`config.mk`:
```
export PLATFORM = sky130hd
export DESIGN_NAME = dag_addr_gen_flat
export DESIGN_NICKNAME = d
export VERILOG_FILES = /design/src/rtl/dag_addr_gen_if.sv /design/src/rtl/dag_addr_gen.sv /design/src/flat_wrapper.sv
export SDC_FILE = /design/constraint.sdc
export NUM_CORES = 1
export LEC_CHECK = 0
export ABC_CLOCK_PERIOD_IN_PS = 8430
export BUFFER_PORTS_ARGS = -buffer_cell sky130_fd_sc_hd__clkbuf_2
export CORE_ASPECT_RATIO = 0.8
export CORE_UTILIZATION = 35
export CTS_CLUSTER_DIAMETER = 100
export CTS_CLUSTER_SIZE = 30
export DETAILED_ROUTE_END_ITERATION = 6
export PLACE_DENSITY = 0.56
export SLEW_MARGIN = 10
export SYNTH_ARGS = -nofsm -noshare
export SYNTH_HDL_FRONTEND = slang
export SYNTH_SLANG_ARGS = --single-unit
```
`constraint.sdc`:
```
create_clock -name clk -period 8.43 [get_ports clk]
set_input_delay 0.843 -clock clk [delete_from_list [all_inputs] [get_ports clk]]
set_output_delay 0.843 -clock clk [all_outputs]
set_load 0.02 [all_outputs]
```
`src/rtl/dag_addr_gen_if.sv`:
```
// Sequencer / bus-connect side signals of the data address generator.
// The master side drives the decode and ureg controls; the slave side is the DAG.
interface dag_addr_gen_if #(
  parameter int unsigned DW = 16
);
  logic          ps_dg_en;
  logic          ps_dg_dgsclt;
  logic          ps_dg_mdfy;
  logic [2:0]    ps_dg_iadd;
  logic [2:0]    ps_dg_madd;
  logic          ps_dg_wrt_en;
  logic [4:0]    ps_dg_wrt_add;
  logic [4:0]    ps_dg_rd_add;
  logic [DW-1:0] bc_dt;
  logic [DW-1:0] dg_bc_dt;
  logic [DW-1:0] dg_ps_add;
  logic          dg_add_vld;
  logic          dg_wrap;

  modport master (
    output ps_dg_en, ps_dg_dgsclt, ps_dg_mdfy, ps_dg_iadd, ps_dg_madd,
    output ps_dg_wrt_en, ps_dg_wrt_add, ps_dg_rd_add, bc_dt,
    input  dg_bc_dt, dg_ps_add, dg_add_vld, dg_wrap
  );

  modport slave (
    input  ps_dg_en, ps_dg_dgsclt, ps_dg_mdfy, ps_dg_iadd, ps_dg_madd,
    input  ps_dg_wrt_en, ps_dg_wrt_add, ps_dg_rd_add, bc_dt,
    output dg_bc_dt, dg_ps_add, dg_add_vld, dg_wrap
  );
endinterface

```
`src/rtl/dag_addr_gen.sv`:
```
// Data address generator: I/M/L/B register file, post/pre-modify and modify-only
// operations with optional circular-buffer wrap, registered address output.
module dag_addr_gen #(
  parameter int unsigned DW      = 16,
  parameter bit          CIRC_EN = 1'b1
) (
  input logic          clk,
  input logic          rst,
  dag_addr_gen_if.slave dag
);

  logic [DW-1:0] i_q [0:7];
  logic [DW-1:0] m_q [0:7];
  logic [DW-1:0] l_q [0:7];
  logic [DW-1:0] b_q [0:7];

  logic [DW-1:0] add_q;
  logic          vld_q;
  logic          wrap_q;

  logic [DW-1:0] cur_i, cur_m, cur_l, cur_b;
  logic [DW:0]   sum, end_addr;
  logic [DW-1:0] new_i;
  logic          corr;
  logic [DW-1:0] rd_dt;

  assign cur_i = i_q[dag.ps_dg_iadd];
  assign cur_m = m_q[dag.ps_dg_madd];
  assign cur_l = l_q[dag.ps_dg_iadd];
  assign cur_b = b_q[dag.ps_dg_iadd];

  // Sum is one bit wider so the boundary compare sees carries past 2^DW.
  always_comb begin
    sum      = {1'b0, cur_i} + {cur_m[DW-1], cur_m};
    end_addr = {1'b0, cur_b} + {1'b0, cur_l};
    new_i    = sum[DW-1:0];
    corr     = 1'b0;
    if (CIRC_EN && (cur_l != '0)) begin
      if (!cur_m[DW-1] && (sum >= end_addr)) begin
        new_i = sum[DW-1:0] - cur_l;
        corr  = 1'b1;
      end else if (cur_m[DW-1] && (sum < {1'b0, cur_b})) begin
        new_i = sum[DW-1:0] + cur_l;
        corr  = 1'b1;
      end
    end
  end

  always_comb begin
    rd_dt = '0;
    unique case (dag.ps_dg_rd_add[4:3])
      2'b00: rd_dt = i_q[dag.ps_dg_rd_add[2:0]];
      2'b01: rd_dt = m_q[dag.ps_dg_rd_add[2:0]];
      2'b10: rd_dt = l_q[dag.ps_dg_rd_add[2:0]];
      2'b11: rd_dt = b_q[dag.ps_dg_rd_add[2:0]];
      default: rd_dt = '0;
    endcase
  end

  always_ff @(posedge clk or negedge rst) begin
    if (!rst) begin
      for (int k = 0; k < 8; k++) begin
        i_q[k] <= '0;
        m_q[k] <= '0;
        l_q[k] <= '0;
        b_q[k] <= '0;
      end
      add_q  <= '0;
      vld_q  <= 1'b0;
      wrap_q <= 1'b0;
    end else begin
      if (dag.ps_dg_en) begin
        wrap_q <= corr;
        if (dag.ps_dg_mdfy) begin
          vld_q                <= 1'b0;
          i_q[dag.ps_dg_iadd]  <= new_i;
        end else begin
          vld_q <= 1'b1;
          if (dag.ps_dg_dgsclt) begin
            add_q <= new_i;
          end else begin
            add_q               <= cur_i;
            i_q[dag.ps_dg_iadd] <= new_i;
          end
        end
      end else begin
        vld_q  <= 1'b0;
        wrap_q <= 1'b0;
      end
      // Placed after the DAG update so a colliding ureg write to In wins.
      if (dag.ps_dg_wrt_en) begin
        unique case (dag.ps_dg_wrt_add[4:3])
          2'b00: i_q[dag.ps_dg_wrt_add[2:0]] <= dag.bc_dt;
          2'b01: m_q[dag.ps_dg_wrt_add[2:0]] <= dag.bc_dt;
          2'b10: l_q[dag.ps_dg_wrt_add[2:0]] <= dag.bc_dt;
          2'b11: begin
            b_q[dag.ps_dg_wrt_add[2:0]] <= dag.bc_dt;
            i_q[dag.ps_dg_wrt_add[2:0]] <= dag.bc_dt;
          end
          default: ;
        endcase
      end
    end
  end

  assign dag.dg_bc_dt   = rd_dt;
  assign dag.dg_ps_add  = add_q;
  assign dag.dg_add_vld = vld_q;
  assign dag.dg_wrap    = wrap_q;

endmodule

```
`src/flat_wrapper.sv`:
```
// flat-port wrapper written by rule: the top's interface ports become plain ports
module dag_addr_gen_flat 
#(
  parameter int unsigned DW      = 16,
  parameter bit          CIRC_EN = 1'b1
)
  (clk, rst, dag_ps_dg_en, dag_ps_dg_dgsclt, dag_ps_dg_mdfy, dag_ps_dg_iadd, dag_ps_dg_madd, dag_ps_dg_wrt_en, dag_ps_dg_wrt_add, dag_ps_dg_rd_add, dag_bc_dt, dag_dg_bc_dt, dag_dg_ps_add, dag_dg_add_vld, dag_dg_wrap);
  dag_addr_gen_if #(.DW(DW)) dag_i ();
  input logic clk;
  input logic rst;
  input wire logic [$bits(dag_i.ps_dg_en)-1:0] dag_ps_dg_en;
  input wire logic [$bits(dag_i.ps_dg_dgsclt)-1:0] dag_ps_dg_dgsclt;
  input wire logic [$bits(dag_i.ps_dg_mdfy)-1:0] dag_ps_dg_mdfy;
  input wire logic [$bits(dag_i.ps_dg_iadd)-1:0] dag_ps_dg_iadd;
  input wire logic [$bits(dag_i.ps_dg_madd)-1:0] dag_ps_dg_madd;
  input wire logic [$bits(dag_i.ps_dg_wrt_en)-1:0] dag_ps_dg_wrt_en;
  input wire logic [$bits(dag_i.ps_dg_wrt_add)-1:0] dag_ps_dg_wrt_add;
  input wire logic [$bits(dag_i.ps_dg_rd_add)-1:0] dag_ps_dg_rd_add;
  input wire logic [$bits(dag_i.bc_dt)-1:0] dag_bc_dt;
  output wire logic [$bits(dag_i.dg_bc_dt)-1:0] dag_dg_bc_dt;
  output wire logic [$bits(dag_i.dg_ps_add)-1:0] dag_dg_ps_add;
  output wire logic [$bits(dag_i.dg_add_vld)-1:0] dag_dg_add_vld;
  output wire logic [$bits(dag_i.dg_wrap)-1:0] dag_dg_wrap;
  assign dag_i.ps_dg_en = dag_ps_dg_en;
  assign dag_i.ps_dg_dgsclt = dag_ps_dg_dgsclt;
  assign dag_i.ps_dg_mdfy = dag_ps_dg_mdfy;
  assign dag_i.ps_dg_iadd = dag_ps_dg_iadd;
  assign dag_i.ps_dg_madd = dag_ps_dg_madd;
  assign dag_i.ps_dg_wrt_en = dag_ps_dg_wrt_en;
  assign dag_i.ps_dg_wrt_add = dag_ps_dg_wrt_add;
  assign dag_i.ps_dg_rd_add = dag_ps_dg_rd_add;
  assign dag_i.bc_dt = dag_bc_dt;
  assign dag_dg_bc_dt = dag_i.dg_bc_dt;
  assign dag_dg_ps_add = dag_i.dg_ps_add;
  assign dag_dg_add_vld = dag_i.dg_add_vld;
  assign dag_dg_wrap = dag_i.dg_wrap;
  dag_addr_gen #(.DW(DW), .CIRC_EN(CIRC_EN)) u_core (.clk(clk), .rst(rst), .dag(dag_i));
endmodule
```
==> impl_metrics.json <==
{
  "drv_slew": 0,
  "critPathLaunchType": "primary input",
  "synth_area_leaders": "dfrtp_1, mux2_2, mux4_2, a22oi_1, ha_1",
  "die_width_um": 341,
  "ff_latch_area_um2": 13300,
  "p_leak_nw": 14.9,
  "slew_headroom": 0.127,
  "clock_skew_ns": 0.0702,
  "multiInputGateArea_um2": 17900,
  "dp_hpwl_mm": 87.1,
  "status": "complete, but fails checks",
  "vias_per_cell": 6.54,
  "nFillCells": 8698,
  "crit_type": "in -> reg",
  "synth_top_cell_area_share": 0.412,
  "postSynthAreaPerCell_um2": 12.1,
  "hold_viol_final": 0,
  "finalPower_mw": 11.3,
  "ys_types": 84,
  "root_buffer": "clkbuf_16",
  "grt_overflow": 0,
  "synth_largest_area_cell": "dfrtp_1",
  "die_height_um": 273,
  "cts_setup_buffers": 0,
  "setup_tns_ns": 0,
  "vias": 25300,
  "port_buffers": 71,
  "grt_pass1_wl_mm": 181,
  "place_area_um2": 34200,
  "cpPeakStageDelay_ns": 0.69,
  "fin_crit_ns": 7.68,
  "gp_congestion": 0.996,
  "max_cap_viol_count": 0,
  "first_pass_iters": 7,
  "h-tree-depth": 1,
  "clock_path_buffers": 3,
  "violations": "DRC",
  "wl_per_cell_um": 32.2,
  "syn-cell-area_um2": 32200,
  "synth_edf_count": 0,
  "cp-end-kind": "register",
  "async_flop_share": 1.00,
  "synthCells": 2654,
  "drc": 2,
  "worstMarginPinSlew_ns": 1.30,
  "rsz0062_at_grt": "no",
  "cts_resized": 0,
  "yosys_warnings": 0,
  "insertion_delay_ns": 0.66,
  "drt_iter0_drc": 2988,
  "die_area_um2": 93300,
  "fmax_mhz": 130,
  "synth-seq-area-share": 0.412,
  "crit_buf_inv": 4,
  "synth_fp_nets": 2790,
  "ys_ff_latch": 530,
  "grt_max_degree": 192,
  "slowest_stage": "nor4b_1",
  "final_core_util": 0.384,
  "antenna_found_initial": 12,
  "layout_commonest_cell": "dfrtp_1",
  "drt-total-wl_mm": 125,
  "cts_tree": "done",
  "holdBufCountCts": 0,
  "ys.flop_type": "dfrtp_1",
  "cp_max_fo": 23,
  "grt_pass1_vias": 24700,
  "layout_common_cells": "dfrtp_1, mux2_2, mux4_2",
  "start_util": 0.353,
  "fin_nets": 2783,
  "grtUsageTotal": 0.264,
  "critPathTopFamily": "compound AO/OA/AOI/OAI gates",
  "ant_nets": 0,
  "clkTransAtPathRegs_ns": 0.13,
  "core_area_um2": 91200,
  "critPathArrivalTime_ns": 8.21,
  "cts_made_buffers": 24,
  "cp.required_ns": 8.96,
  "finalSetupViolations": 0,
  "core.rowCount": 99,
  "ir_drop_uv": 225,
  "layout-drive-gt1-share": 0.351,
  "p_per_area_nw_per_um2": 323,
  "area_growth_syn_to_layout_pct": 8.67,
  "period_share": 0.911,
  "numClockSinks": 530,
  "io_pins": 72,
  "min_path_type": "in -> async",
  "fin_area_um2": 35000
}
cell type report:
cell class / instances / share of cell area
Clock inverter: 8 / 0.00382
Multi-Input combinational cell: 1836 / 0.512
Timing Repair Buffer: 184 / 0.0362
Antenna cell: 4 / 0.000286
Clock buffer: 26 / 0.0177
Tap cell: 1212 / 0.0433
Inverter: 71 / 0.00761
Sequential cell: 530 / 0.379
stage by stage:
stage | hold WS [ns] | setup WS (ns) | std cells
2_1_floorplan | 0.487 | 0.839 | 2654
3_3_place_gp | 0.502 | 0.430 | 3833
3_5_place_dp | 0.503 | 0.323 | 3833
4_1_cts | 0.257 | 0.994 | 3867
5_1_grt | 0.280 | 0.397 | 3867
6_report | 0.216 | 0.749 | 3871
kinds of logic after synthesis:
family / share of synthesized area
muxes: 0.305
DFF: 0.412
and+or+nand+nor: 0.0602
xor gates and xnor gates: 0.00761
adders and majority gates: 0.0393
AOI/OAI and AO/OA: 0.141
buffers and inverters: 0.0355
path summary, 6_finish.rpt:
check                                          from  cells past startpoint  slack [ns]                        to
hold / removal                                  rst                      1        0.22            u_core.m_q[48]
setup / recovery                  dag_ps_dg_iadd[2]                     27        0.75            u_core.i_q[22]
max in group asynchronous                       rst                      2        6.44            u_core.b_q[31]
min in group clk           u_core.dag.dg_ps_add[15]                      2        0.52  u_core.dag.dg_ps_add[15]
setup reg to reg                     u_core.l_q[48]                     25        1.27            u_core.i_q[22]
hold reg to reg            u_core.dag.dg_ps_add[15]                      2        0.52  u_core.dag.dg_ps_add[15]
per-layer routing:
metal,wire length [µm],vias up,share of wire,GRT usage
li1,-,10200,-,-
met1,54200,13200,0.43,0.387
met2,51800,1567,0.42,0.374
met3,14000,239,0.11,0.0705
met4,4700,10,0.038,0.0879
met5,65,-,0.00052,0
cell usage after synthesis (15+ instances only):
| master | instances |
|---|---|
| a21o_1 | 36 |
| a21oi_1 | 50 |
| a221o_1 | 15 |
| a221oi_1 | 25 |
| a22o_1 | 36 |
| a22oi_1 | 179 |
| a31oi_1 | 42 |
| buf_1 | 24 |
| clkbuf_1 | 171 |
| dfrtp_1 | 530 |
| ha_1 | 94 |
| inv_1 | 71 |
| mux2_2 | 440 |
| mux2i_1 | 32 |
| mux4_2 | 201 |
| nand2_1 | 106 |
| nand3_1 | 29 |
| nand4_1 | 18 |
| nor2_1 | 132 |
| nor3_1 | 37 |
| o21ai_0 | 92 |
| o22ai_1 | 28 |
| o31ai_1 | 19 |
| xnor2_1 | 20 |
flip-flops by register name, summed over array words and instances, names as in the netlist:
name	cells
u_core.b_q	128
u_core.i_q	128
u_core.l_q	128
u_core.m_q	128
u_core.dag.dg_ps_add	16
u_core.dag.dg_add_vld	1
u_core.dag.dg_wrap	1
where the power goes:
group | leakage [nW] | internal, mW | total, mW | switching, mW
clock | 0.366 | 0.565 | 1.50 | 0.936
combinational | 7.82 | 2.37 | 5.93 | 3.56
sequential | 6.69 | 3.23 | 3.86 | 0.630
Power figures use the tool's default switching activity.
